$ cat config.mk
export PLATFORM = sky130hd
export DESIGN_NAME = duft_responder
export DESIGN_NICKNAME = d
export VERILOG_FILES = /design/src/rtl/duft_responder_pkg.sv /design/src/rtl/duft_scan_chain.sv /design/src/rtl/duft_responder.sv
export SDC_FILE = /design/constraint.sdc
export NUM_CORES = 1
export LEC_CHECK = 0
export ABC_CLOCK_PERIOD_IN_PS = 8200
export BUFFER_PORTS_ARGS = -buffer_cell sky130_fd_sc_hd__buf_2
export CAP_MARGIN = 20
export CORE_MARGIN = 2
export CORE_UTILIZATION = 37
export CTS_BUF_LIST = sky130_fd_sc_hd__clkbuf_4
export DETAILED_ROUTE_END_ITERATION = 10
export GPL_TIMING_DRIVEN = 0
export PLACE_DENSITY = 0.65
export SYNTH_ARGS = -nofsm -noshare
export SYNTH_HDL_FRONTEND = slang
export SYNTH_SLANG_ARGS = --single-unit
$ cat constraint.sdc
create_clock -name clk -period 8.2 [get_ports clk]
set_input_delay 1.23 -clock clk [delete_from_list [all_inputs] [get_ports clk]]
set_output_delay 1.23 -clock clk [all_outputs]
set_load 0.1 [all_outputs]
$ cat src/rtl/duft_responder_pkg.sv
// Shared FSM state types and default sizing for the DUT/DFT responder.
package duft_responder_pkg;

  typedef enum logic [1:0] {
    U_IDLE   = 2'd0,
    U_BUSY   = 2'd1,
    U_COMMIT = 2'd2
  } dut_state_t;

  typedef enum logic [1:0] {
    D_IDLE   = 2'd0,
    D_SHIFT  = 2'd1,
    D_STROBE = 2'd2,
    D_COMMIT = 2'd3
  } dft_state_t;

  localparam int DEF_CHAIN_LEN = 32;
  localparam int DEF_DUMP_NBR  = 1;
  localparam int DEF_OP_LAT    = 2;

  localparam int OP_CNT_W    = 4;
  localparam int SHIFT_CNT_W = 6;
  localparam int DUMP_CNT_W  = 27;

endpackage

$ cat src/rtl/duft_scan_chain.sv
// Rotating scan chain with a word packer; each shift moves the chain MSB
// back into the chain LSB and into the packed word LSB.
module duft_scan_chain
  import duft_responder_pkg::*;
#(
  parameter int CHAIN_LEN = DEF_CHAIN_LEN
) (
  input  logic                 clk,
  input  logic                 reset,
  input  logic                 load,
  input  logic                 shift,
  input  logic                 clear_word,
  input  logic [CHAIN_LEN-1:0] load_value,
  output logic [CHAIN_LEN-1:0] word
);

  logic [CHAIN_LEN-1:0] chain;
  logic [CHAIN_LEN-1:0] chain_rot;
  logic [CHAIN_LEN-1:0] word_shl;

  generate
    if (CHAIN_LEN == 1) begin : g_one
      assign chain_rot = chain;
      assign word_shl  = chain;
    end else begin : g_many
      assign chain_rot = {chain[CHAIN_LEN-2:0], chain[CHAIN_LEN-1]};
      assign word_shl  = {word[CHAIN_LEN-2:0], chain[CHAIN_LEN-1]};
    end
  endgenerate

  always_ff @(posedge clk or posedge reset) begin
    if (reset) begin
      chain <= '0;
      word  <= '0;
    end else if (load) begin
      chain <= load_value;
      word  <= '0;
    end else if (shift) begin
      chain <= chain_rot;
      word  <= word_shl;
    end else if (clear_word) begin
      word <= '0;
    end
  end

endmodule

$ cat src/rtl/duft_responder.sv
// Responder arbitrating accumulate operations (DUT) against scan dumps of the
// accumulator (DFT); only one side runs at a time, DUT wins ties.
//   state    | meaning
//   U_IDLE   | no DUT op in flight
//   U_BUSY   | counting down compute latency, frozen while ex_sen is high
//   U_COMMIT | result on data_out, waiting for dut_commit_ack
//   D_IDLE   | no dump in flight
//   D_SHIFT  | rotating the chain one bit per cycle into the word
//   D_STROBE | presenting one dump word
//   D_COMMIT | dump finished, waiting for dft_commit_ack
module duft_responder
  import duft_responder_pkg::*;
#(
  parameter int CHAIN_LEN = DEF_CHAIN_LEN,
  parameter int DUMP_NBR  = DEF_DUMP_NBR,
  parameter int OP_LAT    = DEF_OP_LAT
) (
  input  logic        clk,
  input  logic        reset,
  input  logic [31:0] data_in,
  output logic [31:0] data_out,
  input  logic        dut_val_op,
  output logic        dut_op_ack,
  output logic        dut_op_commit,
  input  logic        dut_commit_ack,
  input  logic        dft_val_op,
  output logic        dft_op_ack,
  output logic [31:0] dft_out,
  output logic        dft_out_strobe,
  output logic        dft_op_commit,
  input  logic        dft_commit_ack,
  input  logic        ex_sen
);

  localparam logic [OP_CNT_W-1:0]    OP_LAT_C    = OP_CNT_W'(OP_LAT);
  localparam logic [SHIFT_CNT_W-1:0] CHAIN_LEN_C = SHIFT_CNT_W'(CHAIN_LEN);
  localparam logic [DUMP_CNT_W-1:0]  DUMP_NBR_C  = DUMP_CNT_W'(DUMP_NBR);

  dut_state_t u_state, u_next;
  dft_state_t d_state, d_next;

  logic                   armed;
  logic [OP_CNT_W-1:0]    op_cnt;
  logic [31:0]            operand;
  logic [31:0]            acc;
  logic [SHIFT_CNT_W-1:0] shift_cnt;
  logic [DUMP_CNT_W-1:0]  dump_cnt;
  logic [DUMP_CNT_W-1:0]  dump_cnt_inc;
  logic [31:0]            dft_hold;
  logic [CHAIN_LEN-1:0]   word;
  logic [31:0]            word_ext;

  logic both_idle, dut_grant, dft_grant, op_done, last_shift, last_dump;
  logic chain_load, chain_shift, word_clear;

  // armed stays low through the first cycle after reset so no request is acked there
  assign both_idle    = armed && (u_state == U_IDLE) && (d_state == D_IDLE);
  assign dut_grant    = both_idle && dut_val_op;
  assign dft_grant    = both_idle && dft_val_op && !dut_grant;
  assign op_done      = (u_state == U_BUSY) && !ex_sen && (op_cnt == OP_CNT_W'(1));
  assign last_shift   = (shift_cnt == SHIFT_CNT_W'(1));
  assign dump_cnt_inc = dump_cnt + DUMP_CNT_W'(1);
  assign last_dump    = (dump_cnt_inc == DUMP_NBR_C);
  assign word_ext     = 32'(word);

  always_comb begin
    u_next        = u_state;
    dut_op_ack    = 1'b0;
    dut_op_commit = 1'b0;
    case (u_state)
      U_IDLE: begin
        if (dut_grant) begin
          dut_op_ack = 1'b1;
          u_next     = U_BUSY;
        end
      end
      U_BUSY: begin
        if (op_done) u_next = U_COMMIT;
      end
      U_COMMIT: begin
        dut_op_commit = 1'b1;
        if (dut_commit_ack) u_next = U_IDLE;
      end
      default: u_next = U_IDLE;
    endcase
  end

  always_comb begin
    d_next         = d_state;
    dft_op_ack     = 1'b0;
    dft_out_strobe = 1'b0;
    dft_op_commit  = 1'b0;
    chain_load     = 1'b0;
    chain_shift    = 1'b0;
    word_clear     = 1'b0;
    case (d_state)
      D_IDLE: begin
        if (dft_grant) begin
          dft_op_ack = 1'b1;
          chain_load = 1'b1;
          d_next     = D_SHIFT;
        end
      end
      D_SHIFT: begin
        chain_shift = 1'b1;
        if (last_shift) d_next = D_STROBE;
      end
      D_STROBE: begin
        dft_out_strobe = 1'b1;
        if (last_dump) begin
          d_next = D_COMMIT;
        end else begin
          word_clear = 1'b1;
          d_next     = D_SHIFT;
        end
      end
      D_COMMIT: begin
        dft_op_commit = 1'b1;
        if (dft_commit_ack) d_next = D_IDLE;
      end
      default: d_next = D_IDLE;
    endcase
  end

  always_ff @(posedge clk or posedge reset) begin
    if (reset) begin
      u_state <= U_IDLE;
      d_state <= D_IDLE;
      armed   <= 1'b0;
    end else begin
      u_state <= u_next;
      d_state <= d_next;
      armed   <= 1'b1;
    end
  end

  always_ff @(posedge clk or posedge reset) begin
    if (reset) begin
      op_cnt    <= '0;
      operand   <= '0;
      acc       <= '0;
      shift_cnt <= '0;
      dump_cnt  <= '0;
      dft_hold  <= '0;
    end else begin
      if (dut_grant) begin
        operand <= data_in;
        op_cnt  <= OP_LAT_C;
      end else if ((u_state == U_BUSY) && !ex_sen) begin
        op_cnt <= op_cnt - OP_CNT_W'(1);
      end
      if (op_done) acc <= acc + operand;

      if (dft_grant) begin
        shift_cnt <= CHAIN_LEN_C;
        dump_cnt  <= '0;
      end else if (chain_shift) begin
        shift_cnt <= shift_cnt - SHIFT_CNT_W'(1);
      end else if (word_clear) begin
        shift_cnt <= CHAIN_LEN_C;
      end
      if (dft_out_strobe) begin
        dump_cnt <= dump_cnt_inc;
        dft_hold <= word_ext;
      end
    end
  end

  duft_scan_chain #(
    .CHAIN_LEN(CHAIN_LEN)
  ) u_chain (
    .clk       (clk),
    .reset     (reset),
    .load      (chain_load),
    .shift     (chain_shift),
    .clear_word(word_clear),
    .load_value(acc[CHAIN_LEN-1:0]),
    .word      (word)
  );

  assign data_out = acc;
  // The live word is shown only during the strobe; otherwise the last strobed word is held.
  assign dft_out  = (d_state == D_STROBE) ? word_ext : dft_hold;

endmodule

### Word level (Yosys, flattened, before mapping)

Cells that the tools add are included.

| cells by class | value |
|---|---|
| reductions and logical operators | 18 |
| add/sub/neg operators | 4 |
| equal/unequal tests | 14 |
| mux-type cells | 32 |

Operators by type and width:

| operator | number |
|---|---|
| $mux W32 | 6 |
| $mux W27 | 2 |
| $add A32 B32 Y32 | 1 |
| $add A27 B1 Y27 const B | 1 |
| $eq A27 B1 Y1 const B | 1 |
| $mux W6 | 3 |
| $mux W2 | 7 |
| $ne A2 B2 Y1 const B | 6 |
| $mux W1 | 10 |
| $mux W4 | 2 |
| $pmux W2 S4 | 1 |
| $logic_and A1 B1 Y1 | 7 |
| $eq A2 B2 Y1 const B | 3 |
| $eq A6 B1 Y1 const B | 1 |
| $pmux W2 S3 | 1 |
| $reduce_and A3 Y1 | 2 |
| $reduce_bool A2 Y1 | 3 |
| $reduce_bool A3 Y1 | 2 |
| $sub A6 B1 Y6 const B | 1 |
| $eq A2 B1 Y1 const B | 2 |
| $eq A4 B1 Y1 const B | 1 |
| $logic_not A2 Y1 | 2 |
| $sub A4 B1 Y4 const B | 1 |
| $logic_not A1 Y1 | 2 |

| storage, ports and cells | value |
|---|---|
| bits of input ports | 39 |
| output and inout port bits | 69 |
| word-level logic and storage cells | 79 |
| bits in registers | 202 |

### Depth between registers and ports, before layout

Gate-level depths: netlist of the first run.

| depth | value |
|---|---|
| word-level depth | 9 |
| mapped depth | 13 |
| depth with buffers taken out | 10 |

### Hierarchy

Synthesis of the first run repeated with hierarchy kept, for this count alone.

| second synthesis, totals | value |
|---|---|
| cells, all modules | 1214 |
| area, all modules | 10812.9 um^2 |

Modules (own cells, without submodules):

| module | sequential area each (um^2) | instances | cells each | area an instance (um^2) |
|---|---|---|---|---|
| duft_responder | 3453.3 | 1 | 932 | 7897.6 |
| duft_scan_chain | 1601.5 | 1 | 282 | 2915.3 |

### Least setup slack after synthesis of the first run

OpenSTA, ideal clock, no wires.

| timing | value |
|---|---|
| path kind | register -> output |
| from | reg d_state[0] |
| to | out dft_out[0] |
| setup slack | 4021 ps |
| arrival | 2949 ps |
| data required time | 6970 ps |
| cell stages (with the launch flop) | 8 |
| path buffers | 3 |
| cell sequence | dfrtp_1 > nand2b_1 > clkbuf_8 > inv_1 > clkbuf_1 > buf_1 > nand2_1 > nand2_1 |

| on the way | value |
|---|---|
| cells in the longest elaborated chain, start to end | 2 |

Ends and longest elaborated chain:

| what | line | RTL |
|---|---|---|
| from (decl) | duft_responder.sv:40 | `dft_state_t d_state, d_next;` |
| from (signal assigned) | duft_responder.sv:132 | `d_state <= d_next;` |
| $eq A2 B2 Y1 | duft_responder.sv:183 | `assign dft_out = (d_state == D_STROBE) ? word_ext : dft_hold;` |
| $mux W32 | duft_responder.sv:183 |  |
| to (decl) | duft_responder.sv:28 | `output logic [31:0] dft_out,` |

Every way passes these cells.

### Worst setup path in the final report of the first run

| timing | value |
|---|---|
| from | reg d_state[0] |
| to | out dft_out[27] |

Same word-level chain as after synthesis.

==> summary.md, run 1 <==
| Metric | Value |
|---|---|
| Status | finished clean |
| Most frequent cell after synthesis | nand2_1 |
| Yosys warns | 0 |
| Post-CTS setup buffers | 0 |
| Site Rows | 61 |
| Reg clk slew, reported paths | 60 ps |
| Total wire length | 25.8 mm |
| Power Dens Cells | 423 nW/um^2 |
| Leak | 5.99 nW |
| N_diodes | 0 |
| Startpoint type of the worst setup path | flip-flop |
| Netlist cell types | 75 |
| Die height | 171 um |
| Drt via density | 5.11 |
| Num CTS Buffers | 54 |
| Mapped cell area | 10,300 um^2 |
| Global route total overflow | 0 |
| Max cap viols | 0 |
| DRC Markers | 0 |
| CP max stage delay | 520 ps |
| HP Class | reg2reg |
| Post-layout util | 0.434 |
| Synth top cells by count | nand2_1, dfrtp_1, o21ai_0 |
| Hold-fix buffers, CTS | 0 |
| Final hold viol count | 0 |
| FF+latch count, synth | 202 |
| Storage cell area | 5050 um^2 |
| Critical Path End Type | primary output |
| Ys async rst share | 1.00 |
| Final critical-path required period | 4520 ps |
| Cells after synthesis | 1,120 |
| Multi-input logic area | 4790 um^2 |
| Synth top area cells | dfrtp_1, nand2_1, ha_1 |
| RSZ-0062 raised after global routing | no |
| Yosys top cell by area | dfrtp_1 |
| First-pass GRT wire length | 42.5 mm |
| Post-synth EDFFs | 0 |
| Final worst-path cycle share | 0.552 |
| Drt wl/cell | 15.2 um |
| Main flop type after synthesis | dfrtp_1 |
| GRT Util Overall | 0.179 |
| Root buf cell | clkbuf_4 |
| Share of the synthesized area in the top cell type | 0.490 |
| Final setup vio count | 0 |
| Worst Skew | 28.7 ps |
| Fillers | 2,791 |
| Die W | 171 um |
| I/O pins | 108 |
| Setup WS post-layout | 3680 ps |
| Logic pwr share | 0.499 |
| Non-Filler Instances | 1,696 |
| Layout net count | 1,361 |
| Initial Util | 0.374 |
| Critical-path top delay cell | clkbuf_1 |
| Cells after DPL | 1,606 |
| Hpwl dp | 18.3 mm |
| CTS Sinks | 202 |
| Number of port buffers | 107 |
| Max FO, Critical Path | 10 |
| Post-route ant nets | 0 |
| Setup Crit Path Kind | reg2out |
| Via Count | 8,671 |
| Maximum buffer depth of the clock tree | 3 |
| Clock share of power | 0.161 |
| VDD IR max | 0.000421 V |
| DP Worst Slack | 3820 ps |
| PostCTS Resize Cnt | 0 |
| Relative slew slack | 0.418 |
| Initial DRC count | 525 |
| Slew Limit Fails | 0 |
| Total negative slack | 0 ps |
| Flop pwr share | 0.340 |
| Synthesized area per cell | 9.22 um^2 |
| Share of cells above drive strength 1 | 0.177 |
| Worst EP arrival | 3290 ps |
| Net Sw Frac | 0.488 |
| Internal Dissipation | 2.60 mW |
| Measured slew at the worst slew-check pin | 851 ps |
| CP most frequent cell | nand2_1 |
| Gp weighted congestion | 0.864 |
| Cells along the critical path | nand2b_1, clkbuf_8, inv_1, clkbuf_1, buf_1, nand2_1, nand2_1, buf_2 |
| CORE AREA | 27,600 um^2 |
| Die ar. | 29,300 um^2 |
| Critical Path RT | 6970 ps |
| Switching power | 2.48 mW |
| Fmax | 0.221 GHz |
| Largest net degree at the start of global routing | 123 |
| Synth Net Count | 1,197 |
| DRT Pass-1 Iters | 5 |
| Htree depth | 2 |
| Clk_lat worst skew | 670 ps |
| Vias in the first global route | 8,435 |
| Register area share after synthesis | 0.490 |
| Hold Slack | 467 ps |
| Layout area overhead | 16.1% |
| Initial antenna violation count | 0 |
| CTS tree | done |
cells by family after synthesis:
family	Yosys count	synth area share
other	1	0.000363
buffers and inverters	90	0.0467
muxes	7	0.00715
AOI/OAI and AO/OA	271	0.175
and+or+nand+nor	470	0.200
adders and majority gates	38	0.0468
xor gates and xnor gates	41	0.0348
DFF	202	0.490
layout make-up:
cell class	instances	share of cell area
sequential	202	0.422
multi-input combinational	828	0.399
timing repair buffer	108	0.0470
clock buffer	72	0.0451
tap	378	0.0395
buffer	64	0.0321
inverter	26	0.00877
clock inverter	18	0.00637
sequential cells by signal (all words and copies together) (netlist names), 4 cells and up:
name           cells
data_out          32
dft_hold          32
operand           32
u_chain.chain     32
u_chain.word      32
dump_cnt          27
shift_cnt          6
op_cnt             4
power by group through the flow:
stage | Clock (mW) | Combinational (mW) | Sequential, mW
6_report | 0.818 | 2.53 | 1.72
5_1_grt | 0.904 | 2.79 | 1.78
4_1_cts | 0.852 | 2.55 | 1.72
3_5_place_dp | 0 | 2.54 | 1.73
3_3_place_gp | 0 | 2.49 | 1.72
2_1_floorplan | 0 | 1.59 | 2.15
path summary, 6_finish.rpt:
kind,to,depth (start not counted),slack [ps],startpoint
worst max-delay path,dft_out[27],8,3680,d_state[0]$_DFFE_PP0P_
worst min-delay path,dft_hold[6]$_DFFE_PP0P_,2,470,dft_hold[6]$_DFFE_PP0P_
worst max register to register,data_out[31]$_DFFE_PP0P_,9,4730,data_out[2]$_DFFE_PP0P_
worst min register to register,dft_hold[6]$_DFFE_PP0P_,2,470,dft_hold[6]$_DFFE_PP0P_
max in group asynchronous,dump_cnt[15]$_DFFE_PP0P_,3,6560,reset
min in group asynchronous,dft_hold[11]$_DFFE_PP0P_,2,630,reset
cells in the final DEF (no fill, tap or decap), drive strengths merged, types with 19 or more instances in the layout:
cell | synthesis | final
dfrtp | 202 | 202
inv | 25 | 26
nor2 | 42 | 42
buf | 19 | 127
a21oi | 45 | 45
nand3 | 26 | 26
xnor2 | 29 | 29
clkbuf | 45 | 117
o21ai | 86 | 86
a22o | 32 | 32
nand4 | 19 | 19
a22oi | 32 | 32
nand2 | 329 | 329
ha | 37 | 37
metal layers:
layer,part of all wire,global-route usage,vias to the layer above
met5,0,0,-
met4,0.024,0.0660,0
met3,0.053,0.0291,53
met2,0.47,0.291,234
met1,0.46,0.242,4121
li1,-,-,4263
metrics by stage:
stage	area, um^2	total power, mW
3_3_place_gp	11300	4.21
5_1_grt	12000	5.47
6_report	12000	5.07
2_1_floorplan	10300	3.74
3_5_place_dp	11400	4.27
4_1_cts	12000	5.12
worst max-delay path, delay by kind of cell (launching register included):
| family | cells | cell delay [ps] |
|---|---|---|
| buf+inv | 5 | 1770 |
| flops | 1 | 440 |
| simple gates | 3 | 420 |
Power figures use the tool's default switching activity.
==> run 2: changes to the inputs <==
- ABC_CLOCK_PERIOD_IN_PS: 8200 -> 4350
- clock period: 8.2 -> 4.35 ns (I/O delays scaled with it)
==> run 2 against run 1 <==
Against the previous run:
- final cell count increased by 0.35%
- critical path depth stayed put
- via count increased by 0.10%
- register-to-register slack worse by 4000 ps
- combinational power is 89% higher
- clock power up 110%
- wire length down 0.80%
- critical path type unchanged
- first-iteration DRC count decreased by 11%
- final area grew 1.1%
- clock skew is 7.8 ps higher
- critical endpoint is now dft_out[0]
- count of clock-buffer cells in the layout is 9 higher
==> summary.md, run 2 (synthesized netlist as in run 1, its figures left out) <==
| Metric | Value |
|---|---|
| Status | finished clean |
| DRC Markers | 0 |
| Hpwl dp | 18.5 mm |
| CTS tree | done |
| GRT Util Overall | 0.179 |
| Switching power | 4.67 mW |
| Vias in the first global route | 8,482 |
| Largest net degree at the start of global routing | 40 |
| Initial antenna violation count | 0 |
| Setup Crit Path Kind | reg2out |
| Leak | 6.06 nW |
| HP Class | in2async |
| Num CTS Buffers | 54 |
| Gp weighted congestion | 0.862 |
| CP delay by family, top | buffers and inverters |
| Layout area overhead | 17.4% |
| Area after DPL | 11,400 um^2 |
| First-pass GRT wire length | 42.4 mm |
| Logic pwr share | 0.492 |
| Total negative slack | 0 ps |
| Slew Limit Fails | 0 |
| Number of port buffers | 107 |
| Measured slew at the worst slew-check pin | 994 ps |
| CORE AREA | 27,600 um^2 |
| Initial DRC count | 468 |
| CP max stage delay | 530 ps |
| Maximum buffer depth of the clock tree | 3 |
| Relative slew slack | 0.320 |
| Most common cell after layout, fill and taps aside | nand2_1 |
| Flop pwr share | 0.334 |
| Reg clk slew, reported paths | 80 ps |
| Initial Util | 0.374 |
| Layout net count | 1,365 |
| Worst EP arrival | 3270 ps |
| Clk_lat worst skew | 670 ps |
| Max FO, Critical Path | 10 |
| Most frequent cells in the layout | nand2_1, dfrtp_1, buf_2 |
| Net Sw Frac | 0.481 |
| VDD IR max | 0.000542 V |
| CTS Sinks | 202 |
| Total wire length | 25.6 mm |
| Critical Path RT | 3700 ps |
| I/O pins | 108 |
| Startpoint type of the worst setup path | flip-flop |
| Share of cells above drive strength 1 | 0.186 |
| Final setup vio count | 0 |
| Die height | 171 um |
| Fmax | 0.255 GHz |
| Critical-path top delay cell | clkbuf_1 |
| N_diodes | 0 |
| Clock share of power | 0.174 |
| Die W | 171 um |
| Final hold viol count | 0 |
| DRT Pass-1 Iters | 5 |
| RSZ-0062 raised after global routing | no |
| Critical Path End Type | primary output |
| Hold-fix buffers, CTS | 0 |
| Post-CTS setup buffers | 0 |
| Site Rows | 61 |
| Cells along the critical path | nand2b_1, clkbuf_8, inv_1, clkbuf_1, buf_1, nand2_1, nand2_1, buf_2 |
| Worst Skew | 36.5 ps |
| Final critical-path required period | 3920 ps |
| PostCTS Resize Cnt | 0 |
| Internal Dissipation | 5.04 mW |
| CP most frequent cell | nand2_1 |
| Final worst-path cycle share | 0.901 |
| Power Dens Cells | 801 nW/um^2 |
| Fin area | 12,100 um^2 |
| Drt wl/cell | 15.1 um |
| Via Count | 8,680 |
| Drt via density | 5.10 |
| Global route total overflow | 0 |
| Post-route ant nets | 0 |
| Die ar. | 29,300 um^2 |
| Htree depth | 2 |
| Buf/Inv on CP | 5 |
| Root buf cell | clkbuf_4 |
| Max cap viols | 0 |
-- run 2: changes by cell type in the layout (fill, tap and decap cells not counted), sizes merged --
| cell | delta |
|---|---|
| clkinvlp | +2 |
| inv | -2 |
| clkinv | -8 |
| clkbuf | +9 |
| buf | +4 |
| bufinv | +1 |
-- run 2: per-stage QoR --
step,total power [mW],setup slack [ps],hold WS [ps],util,std cells
2_1_floorplan,7.05,748,440,-,1120
3_3_place_gp,7.95,-225,453,0.410,1605
3_5_place_dp,8.05,883,453,0.414,1610
4_1_cts,9.78,371,129,0.439,1702
5_1_grt,10.5,154,137,0.439,1702
6_report,9.71,429,147,0.439,1702
-- run 2: power by group through the flow --
stage | registers [mW] | clock network [mW] | logic, mW
after global placement | 3.26 | 0 | 4.70
after CTS | 3.25 | 1.74 | 4.80
after detailed placement | 3.27 | 0 | 4.78
after global routing | 3.35 | 1.85 | 5.25
after floorplan | 4.05 | 0 | 3.00
final | 3.25 | 1.69 | 4.78
-- run 2: final timing paths --
| check | start | end | slack [ps] | cells after the start |
|---|---|---|---|---|
| worst max-delay path | d_state[0]$_DFFE_PP0P_ | dft_out[0] | 430 | 8 |
| worst max register to register | data_out[2]$_DFFE_PP0P_ | data_out[31]$_DFFE_PP0P_ | 780 | 9 |
| worst min register to register | dft_hold[6]$_DFFE_PP0P_ | dft_hold[6]$_DFFE_PP0P_ | 470 | 2 |
| worst min-delay path | reset | dump_cnt[21]$_DFFE_PP0P_ | 150 | 2 |
| min in group clk | data_in[21] | operand[21]$_DFFE_PP0P_ | 170 | 3 |
| max in group asynchronous | reset | dft_hold[8]$_DFFE_PP0P_ | 2810 | 6 |
-- run 2: area by class of cell --
type                       count  area (um^2)
tap                          378          473
fill                        2758        15500
inverter                      26          101
sequential                   202         5050
timing repair buffer         112          636
clock inverter                11         75.1
buffer                        64          384
clock buffer                  81          608
multi-input combinational    828         4790
-- run 2: per-layer routing --
layer  vias up  wire [um]  global-route usage
met1      4140      11800               0.241
met2       220      11800               0.291
met3        48       1400              0.0365
met5         -          0                   0
li1       4272          -                   -
met4         0        574              0.0534
-- run 2: worst register-to-register path, stage by stage (launching register included) --
cell and delay (ps):
dfrtp_1 410, ha_1 360, a21oi_1 120, a2111oi_0 900
o2111ai_1 300, a21oi_1 380, o21ai_0 250, o21ai_0 380
mux2i_1 260, xnor2_1 140
==> run 3: changes to the inputs <==
- ABC_CLOCK_PERIOD_IN_PS: 4350 -> 4030
- clock period: 4.35 -> 4.03 ns (I/O delays scaled with it)
==> run 3 against run 2 <==
Against the previous run:
- clock skew is 2.7 ps higher
- die area unchanged
- sequential power is 8.0% higher
- critical path depth is the same
- non-clock buffer count down 1
- first-iteration DRC count down 3.0%
- sequential cell count unchanged
- count of clock-buffer cells in the layout unchanged
- final area about the same
- register-to-register slack lost 260 ps
- clock power up 8%
- critical path type unchanged
- largest cell class unchanged
- highest routed layer unchanged
==> summary.md, run 3 (synthesized netlist as in run 1, its figures left out) <==
| Metric | Value |
|---|---|
| Vias in the first global route | 8,482 |
| Hpwl dp | 18.5 mm |
| Relative slew slack | 0.359 |
| Post-CTS setup buffers | 0 |
| Slew Limit Fails | 0 |
| Total wire length | 25.6 mm |
| Max FO, Critical Path | 10 |
| CP most frequent cell | nand2_1 |
| Initial DRC count | 454 |
| Final setup vio count | 0 |
| VDD IR max | 0.000586 V |
| Die height | 171 um |
| Cells along the critical path | nand2b_1, clkbuf_8, inv_1, clkbuf_2, buf_1, nand2_1, nand2_1, buf_2 |
| Largest net degree at the start of global routing | 40 |
| Clk_lat worst skew | 670 ps |
| Htree depth | 2 |
| Cells after DPL | 1,610 |
| Num CTS Buffers | 54 |
| Status | finished clean |
| Initial Util | 0.374 |
| Non-Filler Instances | 1,701 |
| Leak | 6.06 nW |
| Area after DPL | 11,400 um^2 |
| Setup Crit Path Kind | reg2out |
| CTS Sinks | 202 |
| Drt via density | 5.12 |
| Final hold viol count | 0 |
| CORE AREA | 27,600 um^2 |
| Worst Skew | 39.2 ps |
| Critical Path RT | 3430 ps |
| Initial antenna violation count | 0 |
| Gp weighted congestion | 0.862 |
| N_diodes | 0 |
| RR Startpoint | dump_cnt[1]$_DFFE_PP0P_ |
| Die ar. | 29,300 um^2 |
| Reg2reg end | u_chain.word[4]$_DFFE_PP0P_ |
| Startpoint type of the worst setup path | flip-flop |
| DRC Markers | 0 |
| Die W | 171 um |
| HP Class | in2async |
| Layout net count | 1,364 |
| GRT Util Overall | 0.179 |
| Measured slew at the worst slew-check pin | 937 ps |
| Layout area overhead | 17.4% |
| RSZ-0062 raised after global routing | no |
| I/O pins | 108 |
| Hold-fix buffers, CTS | 0 |
| Maximum buffer depth of the clock tree | 3 |
| Buf/Inv on CP | 5 |
| Reg2Reg Setup Slack | 520 ps |
| Share of cells above drive strength 1 | 0.187 |
| Worst r2r path cells | 10 |
| Via Count | 8,714 |
| CP max stage delay | 440 ps |
| Post-route ant nets | 0 |
| Fmax | 0.273 GHz |
| First-pass GRT wire length | 42.4 mm |
| CP delay by family, top | buffers and inverters |
| Critical-path top delay cell | dfrtp_1 |
| Drt wl/cell | 15.1 um |
| DRT Pass-1 Iters | 5 |
| Final worst-path cycle share | 0.910 |
| Global route total overflow | 0 |
| PostCTS Resize Cnt | 0 |
| Number of port buffers | 107 |
| CTS tree | done |
| Final critical-path required period | 3670 ps |
| Worst EP arrival | 3060 ps |
| Most common cell after layout, fill and taps aside | nand2_1 |
| Max cap viols | 0 |
| Fin area | 12,100 um^2 |
| Power Dens Cells | 866 nW/um^2 |
| Most frequent cells in the layout | nand2_1, dfrtp_1, buf_2 |
| Critical Path End Type | primary output |
| Reg clk slew, reported paths | 80 ps |
| Site Rows | 61 |
| Root buf cell | clkbuf_4 |
## run 3: report_power, final
group	leakage (nW)	total, mW	internal (mW)	switching [mW]
sequential	2.68	3.51	2.81	0.701
clock	0.400	1.82	0.972	0.850
combinational	2.98	5.16	1.66	3.50
## run 3: per-stage QoR
stage	total power [mW]	hold WS (ps)	TNS, ps	setup slack, ps	util
floorplan	7.61	440	0	476	-
global placement	8.59	453	-97230	-497	0.410
detailed placement	8.69	453	0	563	0.414
CTS	10.6	81.1	0	98.8	0.439
global route	11.3	88.6	0	138	0.439
finish	10.5	93.4	0	362	0.439
## run 3: area by class of cell
class                      instances  area, um^2
clock buffer                      81         608
clock inverter                    11        75.1
sequential                       202        5050
fill                            2759       15500
timing repair buffer             112         636
tap                              378         473
multi-input combinational        828        4790
inverter                          26         101
buffer                            63         383
## run 3: metal layers
| metal | wire length [um] | track usage |
|---|---|---|
| met5 | 0 | 0 |
| met4 | 568 | 0.0534 |
| met3 | 1250 | 0.0365 |
| met2 | 11800 | 0.291 |
| met1 | 12000 | 0.241 |
## run 3: worst max-delay path by stage
stage	start	to	slack (ps)	depth (start not counted)
after CTS	u_state[1]$_DFFE_PP0P_	dut_op_ack	100	5
after global placement	reset	dft_hold[11]$_DFFE_PP0P_	-500	2
after floorplan	d_state[0]$_DFFE_PP0P_	dft_out[0]	480	7
final	d_state[0]$_DFFE_PP0P_	dft_out[0]	360	8
after global routing	d_state[0]$_DFFE_PP0P_	dft_out[26]	140	8
after detailed placement	dump_cnt[1]$_DFFE_PP0P_	u_chain.word[15]$_DFFE_PP0P_	560	10
